==> src/rtl/ball_motion_pkg.sv <==
// Shared Pong game definitions: screen and paddle geometry, state encoding,
// direction constants and a paddle/ball vertical overlap helper.
package ball_motion_pkg;

    // Screen and paddle geometry, shared with the renderer and paddle controllers
    localparam int H_ACTIVE   = 640;
    localparam int V_ACTIVE   = 480;
    localparam int BALL_SIZE  = 8;
    localparam int PADDLE_W   = 8;
    localparam int PADDLE_H   = 64;
    localparam int PADDLE_L_X = 16;
    localparam int PADDLE_R_X = 616;

    // State encoding
    localparam logic [1:0] STATE_IDLE   = 2'd0;
    localparam logic [1:0] STATE_PLAY   = 2'd1;
    localparam logic [1:0] STATE_SCORED = 2'd2;

    typedef enum logic [1:0] {
        IDLE   = STATE_IDLE,
        PLAY   = STATE_PLAY,
        SCORED = STATE_SCORED
    } state_t;

    // Direction flags: 1 means toward smaller coordinates
    localparam logic DIR_LEFT  = 1'b1;
    localparam logic DIR_RIGHT = 1'b0;
    localparam logic DIR_UP    = 1'b1;
    localparam logic DIR_DOWN  = 1'b0;

    // Position-width constants
    localparam logic [9:0] X_CENTER = 10'((H_ACTIVE - BALL_SIZE) / 2);
    localparam logic [9:0] Y_CENTER = 10'((V_ACTIVE - BALL_SIZE) / 2);
    localparam logic [9:0] X_MAX    = 10'(H_ACTIVE - BALL_SIZE);
    localparam logic [9:0] Y_MAX    = 10'(V_ACTIVE - BALL_SIZE);

    // 11-bit versions for overflow-free comparisons against sums
    localparam logic [10:0] FACE_L_W = 11'(PADDLE_L_X + PADDLE_W);
    localparam logic [10:0] FACE_R_W = 11'(PADDLE_R_X - BALL_SIZE);
    localparam logic [10:0] X_MAX_W  = 11'(H_ACTIVE - BALL_SIZE);
    localparam logic [10:0] Y_MAX_W  = 11'(V_ACTIVE - BALL_SIZE);
    localparam logic [10:0] BALL_W   = 11'(BALL_SIZE);
    localparam logic [10:0] PAD_H_W  = 11'(PADDLE_H);

    // True when the ball rows intersect the paddle rows
    function automatic logic overlap(input logic [9:0] ball_y, input logic [9:0] pad_y);
        return (({1'b0, ball_y} + BALL_W) > {1'b0, pad_y}) &&
               ({1'b0, ball_y} < ({1'b0, pad_y} + PAD_H_W));
    endfunction

endpackage

==> src/rtl/ball_axis_y.sv <==
// Combinational vertical step: advance y by v and bounce off the top and
// bottom walls, clamping to the wall on contact.
module ball_axis_y
    import ball_motion_pkg::*;
(
    input  logic [9:0] y,
    input  logic       dir_y,
    input  logic [2:0] v,
    output logic [9:0] y_next,
    output logic       dir_y_next
);

    logic [10:0] y_w;
    logic [10:0] v_w;
    logic [10:0] y_sum;

    assign y_w   = {1'b0, y};
    assign v_w   = {8'b0, v};
    assign y_sum = y_w + v_w;

    // Wall bounce: clamp to the wall and flip direction when the step would reach it
    always_comb begin
        y_next     = y;
        dir_y_next = dir_y;
        if (dir_y == DIR_DOWN) begin
            if (y_sum >= Y_MAX_W) begin
                y_next     = Y_MAX;
                dir_y_next = DIR_UP;
            end else begin
                y_next = y_sum[9:0];
            end
        end else begin
            if (y_w <= v_w) begin
                y_next     = '0;
                dir_y_next = DIR_DOWN;
            end else begin
                y_next = y - {7'b0, v};
            end
        end
    end

endmodule

==> src/rtl/ball_motion.sv <==
// Pong ball kinematics: serve, wall and paddle reflection, miss detection.
// Moves once per frame_tick; publishes registered position and score pulses.
module ball_motion
    import ball_motion_pkg::*;
(
    input  logic       clk,
    input  logic       rst,
    input  logic       frame_tick,
    input  logic [2:0] ball_velocity,
    input  logic       serve,
    input  logic [9:0] paddle_l_y,
    input  logic [9:0] paddle_r_y,
    output logic [9:0] ball_x,
    output logic [9:0] ball_y,
    output logic       in_play,
    output logic       score_l,
    output logic       score_r
);

    state_t     state_q, state_d;
    logic [9:0] x_q, x_d;
    logic [9:0] y_q, y_d;
    logic       dir_x_q, dir_x_d;
    logic       dir_y_q, dir_y_d;
    logic       serve_dir_q, serve_dir_d;
    logic       in_play_q, in_play_d;
    logic       score_l_q, score_l_d;
    logic       score_r_q, score_r_d;

    logic [9:0]  y_step;
    logic        dir_y_step;
    logic [9:0]  x_step;
    logic        dir_x_step;
    logic        miss_left;
    logic        miss_right;
    logic [10:0] x_w, v_w, x_sum, x_diff;

    ball_axis_y u_axis_y (
        .y          (y_q),
        .dir_y      (dir_y_q),
        .v          (ball_velocity),
        .y_next     (y_step),
        .dir_y_next (dir_y_step)
    );

    assign x_w    = {1'b0, x_q};
    assign v_w    = {8'b0, ball_velocity};
    assign x_sum  = x_w + v_w;
    assign x_diff = x_w - v_w;

    // Horizontal step: paddle hit takes priority over miss; a hit requires the
    // ball to start on the near side of the paddle face
    always_comb begin
        x_step     = x_q;
        dir_x_step = dir_x_q;
        miss_left  = 1'b0;
        miss_right = 1'b0;
        if (dir_x_q == DIR_LEFT) begin
            if (x_w >= FACE_L_W && x_diff <= FACE_L_W && overlap(y_q, paddle_l_y)) begin
                x_step     = FACE_L_W[9:0];
                dir_x_step = DIR_RIGHT;
            end else if (x_w <= v_w) begin
                x_step    = '0;
                miss_left = 1'b1;
            end else begin
                x_step = x_diff[9:0];
            end
        end else begin
            if (x_sum >= FACE_R_W && x_w <= FACE_R_W && overlap(y_q, paddle_r_y)) begin
                x_step     = FACE_R_W[9:0];
                dir_x_step = DIR_LEFT;
            end else if (x_sum >= X_MAX_W) begin
                x_step     = X_MAX;
                miss_right = 1'b1;
            end else begin
                x_step = x_sum[9:0];
            end
        end
    end

    // Game FSM: serve launch, per-frame movement, score and recentre
    always_comb begin
        state_d     = state_q;
        x_d         = x_q;
        y_d         = y_q;
        dir_x_d     = dir_x_q;
        dir_y_d     = dir_y_q;
        serve_dir_d = serve_dir_q;
        score_l_d   = 1'b0;
        score_r_d   = 1'b0;
        case (state_q)
            IDLE: begin
                x_d = X_CENTER;
                y_d = Y_CENTER;
                if (serve && ball_velocity != '0) begin
                    state_d = PLAY;
                    dir_x_d = serve_dir_q;
                    dir_y_d = DIR_DOWN;
                end
            end
            PLAY: begin
                if (frame_tick && ball_velocity != '0) begin
                    x_d     = x_step;
                    y_d     = y_step;
                    dir_x_d = dir_x_step;
                    dir_y_d = dir_y_step;
                    if (miss_left) begin
                        score_r_d   = 1'b1;
                        serve_dir_d = DIR_LEFT;
                        state_d     = SCORED;
                    end else if (miss_right) begin
                        score_l_d   = 1'b1;
                        serve_dir_d = DIR_RIGHT;
                        state_d     = SCORED;
                    end
                end
            end
            SCORED: begin
                if (frame_tick) begin
                    state_d = IDLE;
                    x_d     = X_CENTER;
                    y_d     = Y_CENTER;
                end
            end
            default: begin
                state_d = IDLE;
            end
        endcase
        in_play_d = (state_d == PLAY);
    end

    // State and output registers; reset wins over any pending score pulse
    always_ff @(posedge clk) begin
        if (rst) begin
            state_q     <= IDLE;
            x_q         <= X_CENTER;
            y_q         <= Y_CENTER;
            dir_x_q     <= DIR_RIGHT;
            dir_y_q     <= DIR_DOWN;
            serve_dir_q <= DIR_RIGHT;
            in_play_q   <= 1'b0;
            score_l_q   <= 1'b0;
            score_r_q   <= 1'b0;
        end else begin
            state_q     <= state_d;
            x_q         <= x_d;
            y_q         <= y_d;
            dir_x_q     <= dir_x_d;
            dir_y_q     <= dir_y_d;
            serve_dir_q <= serve_dir_d;
            in_play_q   <= in_play_d;
            score_l_q   <= score_l_d;
            score_r_q   <= score_r_d;
        end
    end

    assign ball_x  = x_q;
    assign ball_y  = y_q;
    assign in_play = in_play_q;
    assign score_l = score_l_q;
    assign score_r = score_r_q;

endmodule

==> config.mk <==
export PLATFORM = sky130hd
export DESIGN_NAME = ball_motion
export DESIGN_NICKNAME = d
export VERILOG_FILES = /design/src/rtl/ball_motion_pkg.sv /design/src/rtl/ball_axis_y.sv /design/src/rtl/ball_motion.sv
export SDC_FILE = /design/constraint.sdc
export NUM_CORES = 1
export LEC_CHECK = 0
export CAP_MARGIN = 25
export CORE_UTILIZATION = 35
export CTS_BUF_LIST = sky130_fd_sc_hd__clkbuf_8
export DETAILED_ROUTE_END_ITERATION = 12
export PLACE_DENSITY_LB_ADDON = 0.05
export REMOVE_ABC_BUFFERS = 1
export SLEW_MARGIN = 20
export SYNTH_ARGS = -nofsm -noshare
export SYNTH_HDL_FRONTEND = slang
export SYNTH_SLANG_ARGS = --single-unit
==> constraint.sdc <==
create_clock -name clk -period 2.8 [get_ports clk]
set_input_delay 0.28 -clock clk [delete_from_list [all_inputs] [get_ports clk]]
set_output_delay 0.28 -clock clk [all_outputs]
set_load 0.03 [all_outputs]
# Word level (Yosys, flattened, before mapping)
# Index checks and enable logic that the tools add are counted.
word_totals:
  register_bits: 28
classes:
  n_addsub: 7
  magnitude_cmp: 12
  eq_ne: 6
  n_mux: 42
  n_bitwise: 2
  reduce_logical: 18
op_table:
  columns: ["cell", "n"]
  rows:
  - ["10-bit 2-to-1 mux", 12]
  - ["10-bit one-hot mux with 3 select lines", 2]
  - ["10-bit by 3-bit adder with 11-bit output", 2]
  - ["10-bit by 7-bit adder with 11-bit output, second input constant", 2]
  - ["11-bit by 10-bit greater-or-equal comparator with 1-bit output, second input constant", 2]
  - ["11-bit by 10-bit > comparator with 1-bit output", 2]
  - ["10-bit by 11-bit < comparator with 1-bit output", 2]
  - ["10-bit by 3-bit <= comparator with 1-bit output", 2]
  - ["1-bit 2-to-1 mux", 20]
  - ["10-bit by 4-bit adder with 11-bit output, second input constant", 1]
  - ["11-bit by 9-bit greater-or-equal comparator with 1-bit output, second input constant", 1]
  - ["11-bit by 5-bit <= comparator with 1-bit output, second input constant", 1]
  - ["10-bit by 3-bit subtractor with 11-bit output", 1]
  - ["10-bit by 5-bit greater-or-equal comparator with 1-bit output, second input constant", 1]
  - ["10-bit <= comparator, second input constant", 1]
  - ["2-bit 2-to-1 mux", 5]
  - ["10-bit by 3-bit subtractor with 10-bit output", 1]
  - ["3-bit AND reduction", 3]
  - ["1-bit logical AND", 8]
  - ["2-bit inequality test, second input constant", 3]
  - ["2-bit one-hot mux with 3 select lines", 1]
  - ["3-bit nonzero test", 2]
  - ["2-bit by 1-bit equality test with 1-bit output, second input constant", 2]
  - ["1-bit one-hot mux with 2 select lines", 2]
  - ["other kinds (6)", 8]

# Depth between registers and ports, before layout
depth:
  word_depth: 11
  ltp_mapped: 13
  mapped_depth_nobuf: 12

# Cells and area by module
# From an unflattened synthesis, not the netlist that was laid out.
unflattened:
  cells_unflattened: 503
  area_unflattened_um2: 3829.9
modules_own_cells:
  columns: ["mod", "n_inst", "cells_each", "area_per_inst_um2", "seq_area_each_um2"]
  rows:
  - ["ball_motion", 1, 393, 3064.2, 560.5]
  - ["ball_axis_y", 1, 110, 765.7, 0.0]

# Worst setup path before layout
# No wires, ideal clock.
synth_path:
  path_kind: "register to register"
  start: "register y_q[5], in the netlist ball_y[5]"
  end: "register x_q[2], in the netlist ball_x[2]"
  setup_ns: 0.086
  t_arrival_ns: 3.223
  path_slack_ns: -0.509
  stages_incl_launch_ff: 14
  n_path_buf: 2
  cell_sequence: "dfxtp_1 clkbuf_1 clkbuf_1 nand3_1 xnor2_1 ha_1 nand4_1 or3_1 o21ai_0 o21a_1 o31ai_4 or2b_2 o2111a_1 a211oi_1"
synth_via:
  elab_chain_cells: 8
synth_rtl:
  columns: ["element", "line_no", "source"]
  rows:
  - ["from (decl)", "ball_motion.sv:22", "logic [9:0] y_q, y_d;"]
  - ["from (signal assigned)", "ball_motion.sv:147", "y_q <= y_d;"]
  - ["10-bit by 4-bit adder with 11-bit output", "ball_motion_pkg.sv:47", "return (({1'b0, ball_y} + BALL_W) > {1'b0, pad_y}) &&"]
  - ["11-bit by 10-bit > comparator with 1-bit output", "ball_motion_pkg.sv:47", null]
  - ["1-bit logical AND", "ball_motion_pkg.sv:47", null]
  - ["1-bit logical AND (on tied branches)", "ball_motion.sv:69, ball_motion.sv:59", null]
  - ["10-bit 2-to-1 mux (on tied branches)", "ball_motion.sv:69, ball_motion.sv:59", null]
  - ["10-bit 2-to-1 mux *", "ball_motion.sv:58", "if (dir_x_q == DIR_LEFT) begin"]
  - ["10-bit 2-to-1 mux *", "ball_motion.sv:102", "if (frame_tick && ball_velocity != '0) begin"]
  - ["10-bit one-hot mux with 3 select lines *", "ball_motion.sv:91", "case (state_q)"]
  - ["to (signal assigned)", "ball_motion.sv:136", "x_q <= X_CENTER;"]
  - ["to (signal assigned)", "ball_motion.sv:146", "x_q <= x_d;"]
  - ["to (decl)", "ball_motion.sv:21", "logic [9:0] x_q, x_d;"]
# Every way passes the cells marked *; elsewhere a longest branch is shown, timed or not. The select of a mux whose other input is x is not followed.
# A chain may end at the register's enable or synchronous reset.

# Worst setup path after layout
layout_path:
  start: "register y_q[4], in the netlist ball_y[4]"
  end: "register x_q[2], in the netlist ball_x[2]"
# The elaborated chain is that of the path after synthesis.

==> flow_summary.ini <==
[die]
io-pin-count = 50
core_um2 = 9955
rows = 36
die_area_um2 = 10830
die_w_um = 104.0
start_util_pct = 36.61
fp.dieH_um = 104.0

[yosys]
syn_avg_cell_area_um2 = 7.515
synthArstFlopShare_pct = 0
synth_commonest_cells = ha_1 (50), nor2_1 (45), inv_1 (40)
synth_top_cell_by_area = ha_1
synth_edf_count = 0
syn_inst = 485
yosys_warnings = 0
synth_most_common_cell = ha_1
ys_seq_area_share_pct = 15.38
synth_top_area_share_pct = 17.16
syn_area_um2 = 3645
synth-main-ff-cell = dfxtp_1
synth_seq_cells = 28
synth.distinct_cells = 71
synth_area_leaders = ha_1 (17%), dfxtp_1 (15%), nor2_1 (4.6%), a21oi_1 (4.5%), inv_1 (4.1%)

[final_layout]
multi_input_area_um2 = 3226
fillCellCount = 921
num_antenna_cells = 0
seq_area_um2 = 575.6
final_nets = 745
synthToLayoutAreaGrowth_pct = 59.29
utilization_pct = 58.32
layout-drive-gt1-share_pct = 36.20

[pwr]
vdd_ir_drop_max_mv = 0.2181
powerDensity_nw_per_um2 = 225.8
p_switching_mw = 0.4461
intPower_mw = 0.8649
p_sw_share_pct = 34.03
power.leakage_nw = 2.459
seq_power_share_pct = 32.1
pwr-share-clk_pct = 26.7
comb_power_share_pct = 41.2

[grt]
use_met1_pct = 32.75
use_met3_pct = 2.506
track_usage_pct = 25.56
grt_max_degree = 17
grt_pass1_wl_um = 22150
gr-usage-met2_pct = 43.62
antenna_found_initial = 0
busiest_layer = met2
grt_pass1_vias = 4276
overflow = 0

[clocking]
clock-root-buffer = clkbuf_8
cts_buffers = 3
clock_latency_ns = 0.29
clk_path_buf_depth = 2
cts_tree = done
clock_sinks = 28
h-tree-depth = 1
clkSlewWorstSetupHoldPaths_ns = 0.12

[drt]
route.detailed.drc = 0
postRouteAntennaNets = 0
first_iter_violations = 150
drt_pass1_iterations = 4
num_vias = 4357
via_per_inst = 5.474
wl_per_cell_um = 17.66
finalWirelength_um = 14060

[setup_path]
cpMaxStageDelayCell = dfxtp_4
reg2reg_to = ball_x[2]
crit_fanout = 7
r2r-start = ball_y[4]
cp_cell_sequence = and2_4 -> and2_4 -> xor2_2 -> buf_4 -> ha_4 -> nand3_2 -> nor3_4 -> buf_4 -> o31a_1 -> a2111oi_4 -> buf_6 -> or3_1 -> o2111a_1 -> a211oi_1
worst_setup_path_start_kind = flip-flop
required_ns = 3.02
r2r_slack_ns = -0.09
arrival_ns = 3.11
crit_type = flip-flop to flip-flop
critPathBufInv = 3
end_kind = flip-flop
slowest_delay_ns = 0.39
rr_worst_depth = 14
critPathTopFamily = simple AND/OR/NAND/NOR gates

[hold_path]
hp-start = ball_velocity[0]
min_to = ball_x[0]
hold_path_class = primary input to flip-flop
hold_depth = 3

[sta]
max_freq_mhz = 346.0
setup_violations = 9
maxSlewViolCount = 0
finalCriticalPeriod_ns = 2.890
slew_headroom_pct = 55.45
fin_hold_ws_ns = 0.4231
rsz0062_at_grt = yes
fin_worst_skew_ns = 0.008489
hold_viol_final = 0
fin_crit_sh_pct = 103.2
setup_ws_ns = -0.08987
tightest_slew_ns = 0.6612

[flow_run]
cap_viol_max_count = 0

[status]
outcome = finished with violations
violations = setup timing

[place]
finalWeightedCongestion = 0.9708
dp_hpwl_um = 10950
portBuffers = 49
-- layer usage --
metal	vias to the layer above	share of wire, %
li1	2145	-
met5	-	0
met3	40	5.0
met1	2017	44
met4	0	4.2
met2	155	47
-- power by group through the flow --
stage	Clock [mW]	Sequential [mW]	Combinational, mW
5_1_grt	0.368	0.423	0.589
6_report	0.350	0.421	0.540
4_1_cts	0.352	0.420	0.504
2_1_floorplan	0	0.443	0.221
3_5_place_dp	0	0.429	0.475
3_3_place_gp	0	0.429	0.473
-- how the worst max path moves through the flow --
stage	start	endpoint	slack [ns]	cells past startpoint
4_1_cts	ball_x[0]	ball_x[9]	-0.15	12
5_1_grt	ball_y[6]	ball_x[2]	-0.21	14
3_3_place_gp	ball_velocity[0]	ball_x[9]	-0.64	12
3_5_place_dp	ball_velocity[0]	ball_x[4]	-0.73	13
6_report	ball_y[4]	ball_x[2]	-0.09	14
2_1_floorplan	ball_y[5]	ball_x[2]	-0.51	12
-- repair_timing --
item                       in CTS  in global routing
setup endpoints to repair      26                 26
gates cloned                    0                  1
pin swaps                      29                 31
buffers inserted                6                 15
resized for setup              55                 54
hold buffers                    0                  0
-- sequential cells by signal (all words and copies together), names as in the netlist --
signal	count
score_r	1
in_play	1
dir_y_q	1
score_l	1
serve_dir_q	1
ball_y	10
state_q	2
dir_x_q	1
ball_x	10
-- area by class of cell --
class | instances | share of cell area, %
clock inverters | 1 | 0.5172
well taps | 133 | 2.866
flip-flops and latches | 28 | 9.914
clock buffers | 3 | 0.7112
multi-input cells | 396 | 55.56
inverters | 40 | 2.629
repair buffers | 195 | 27.80
-- worst min-delay path: stages --
cell and delay, ns:
clkbuf_2 0.14, ha_4 0.17, o32ai_1 0.09
-- kinds of logic (layout without fill, tap and decap cells) --
| kind of cell | after synthesis | count (layout) | synth area share [%] |
|---|---|---|---|
| buffers and inverters | 61 | 239 | 6.557 |
| xor gates and xnor gates | 20 | 20 | 4.806 |
| DFF | 28 | 28 | 15.38 |
| AOI/OAI and AO/OA | 144 | 144 | 28.91 |
| muxes | 5 | 5 | 1.476 |
| and+or+nand+nor | 173 | 173 | 23.52 |
| adders and majority gates | 54 | 54 | 19.36 |
-- per-stage QoR --
step	cell area [um2]	std cells	setup slack (ns)	total power [mW]	TNS (ns)
detailed placement	5151	771	-0.7311	0.9040	-14.17
CTS	5465	781	-0.1483	1.276	-0.7220
global placement	5151	771	-0.6371	0.9011	-12.74
global route	5806	796	-0.2076	1.380	-1.883
finish	5806	796	-0.08987	1.311	-0.3261
floorplan	3556	464	-0.5120	0.6640	-3.768
-- layout by cell type, fill, tap and decap left out, drive strengths merged, types with 5 or more instances in the layout --
| cell type | instances |
|---|---|
| nand2 | 36 |
| nor2 | 46 |
| xor2 | 7 |
| clkdlybuf4s50 | 46 |
| buf | 145 |
| nor3 | 17 |
| o21a | 6 |
| a211oi | 12 |
| or3 | 6 |
| o21ai | 28 |
| inv | 40 |
| and2 | 7 |
| ha | 50 |
| a2111oi | 5 |
| nand2b | 8 |
| a21o | 8 |
| or2 | 6 |
| xnor2 | 13 |
| dfxtp | 28 |
| o211ai | 5 |
| a21oi | 33 |
| nand4 | 7 |
| nand3 | 19 |
Power figures use the tool's default switching activity.
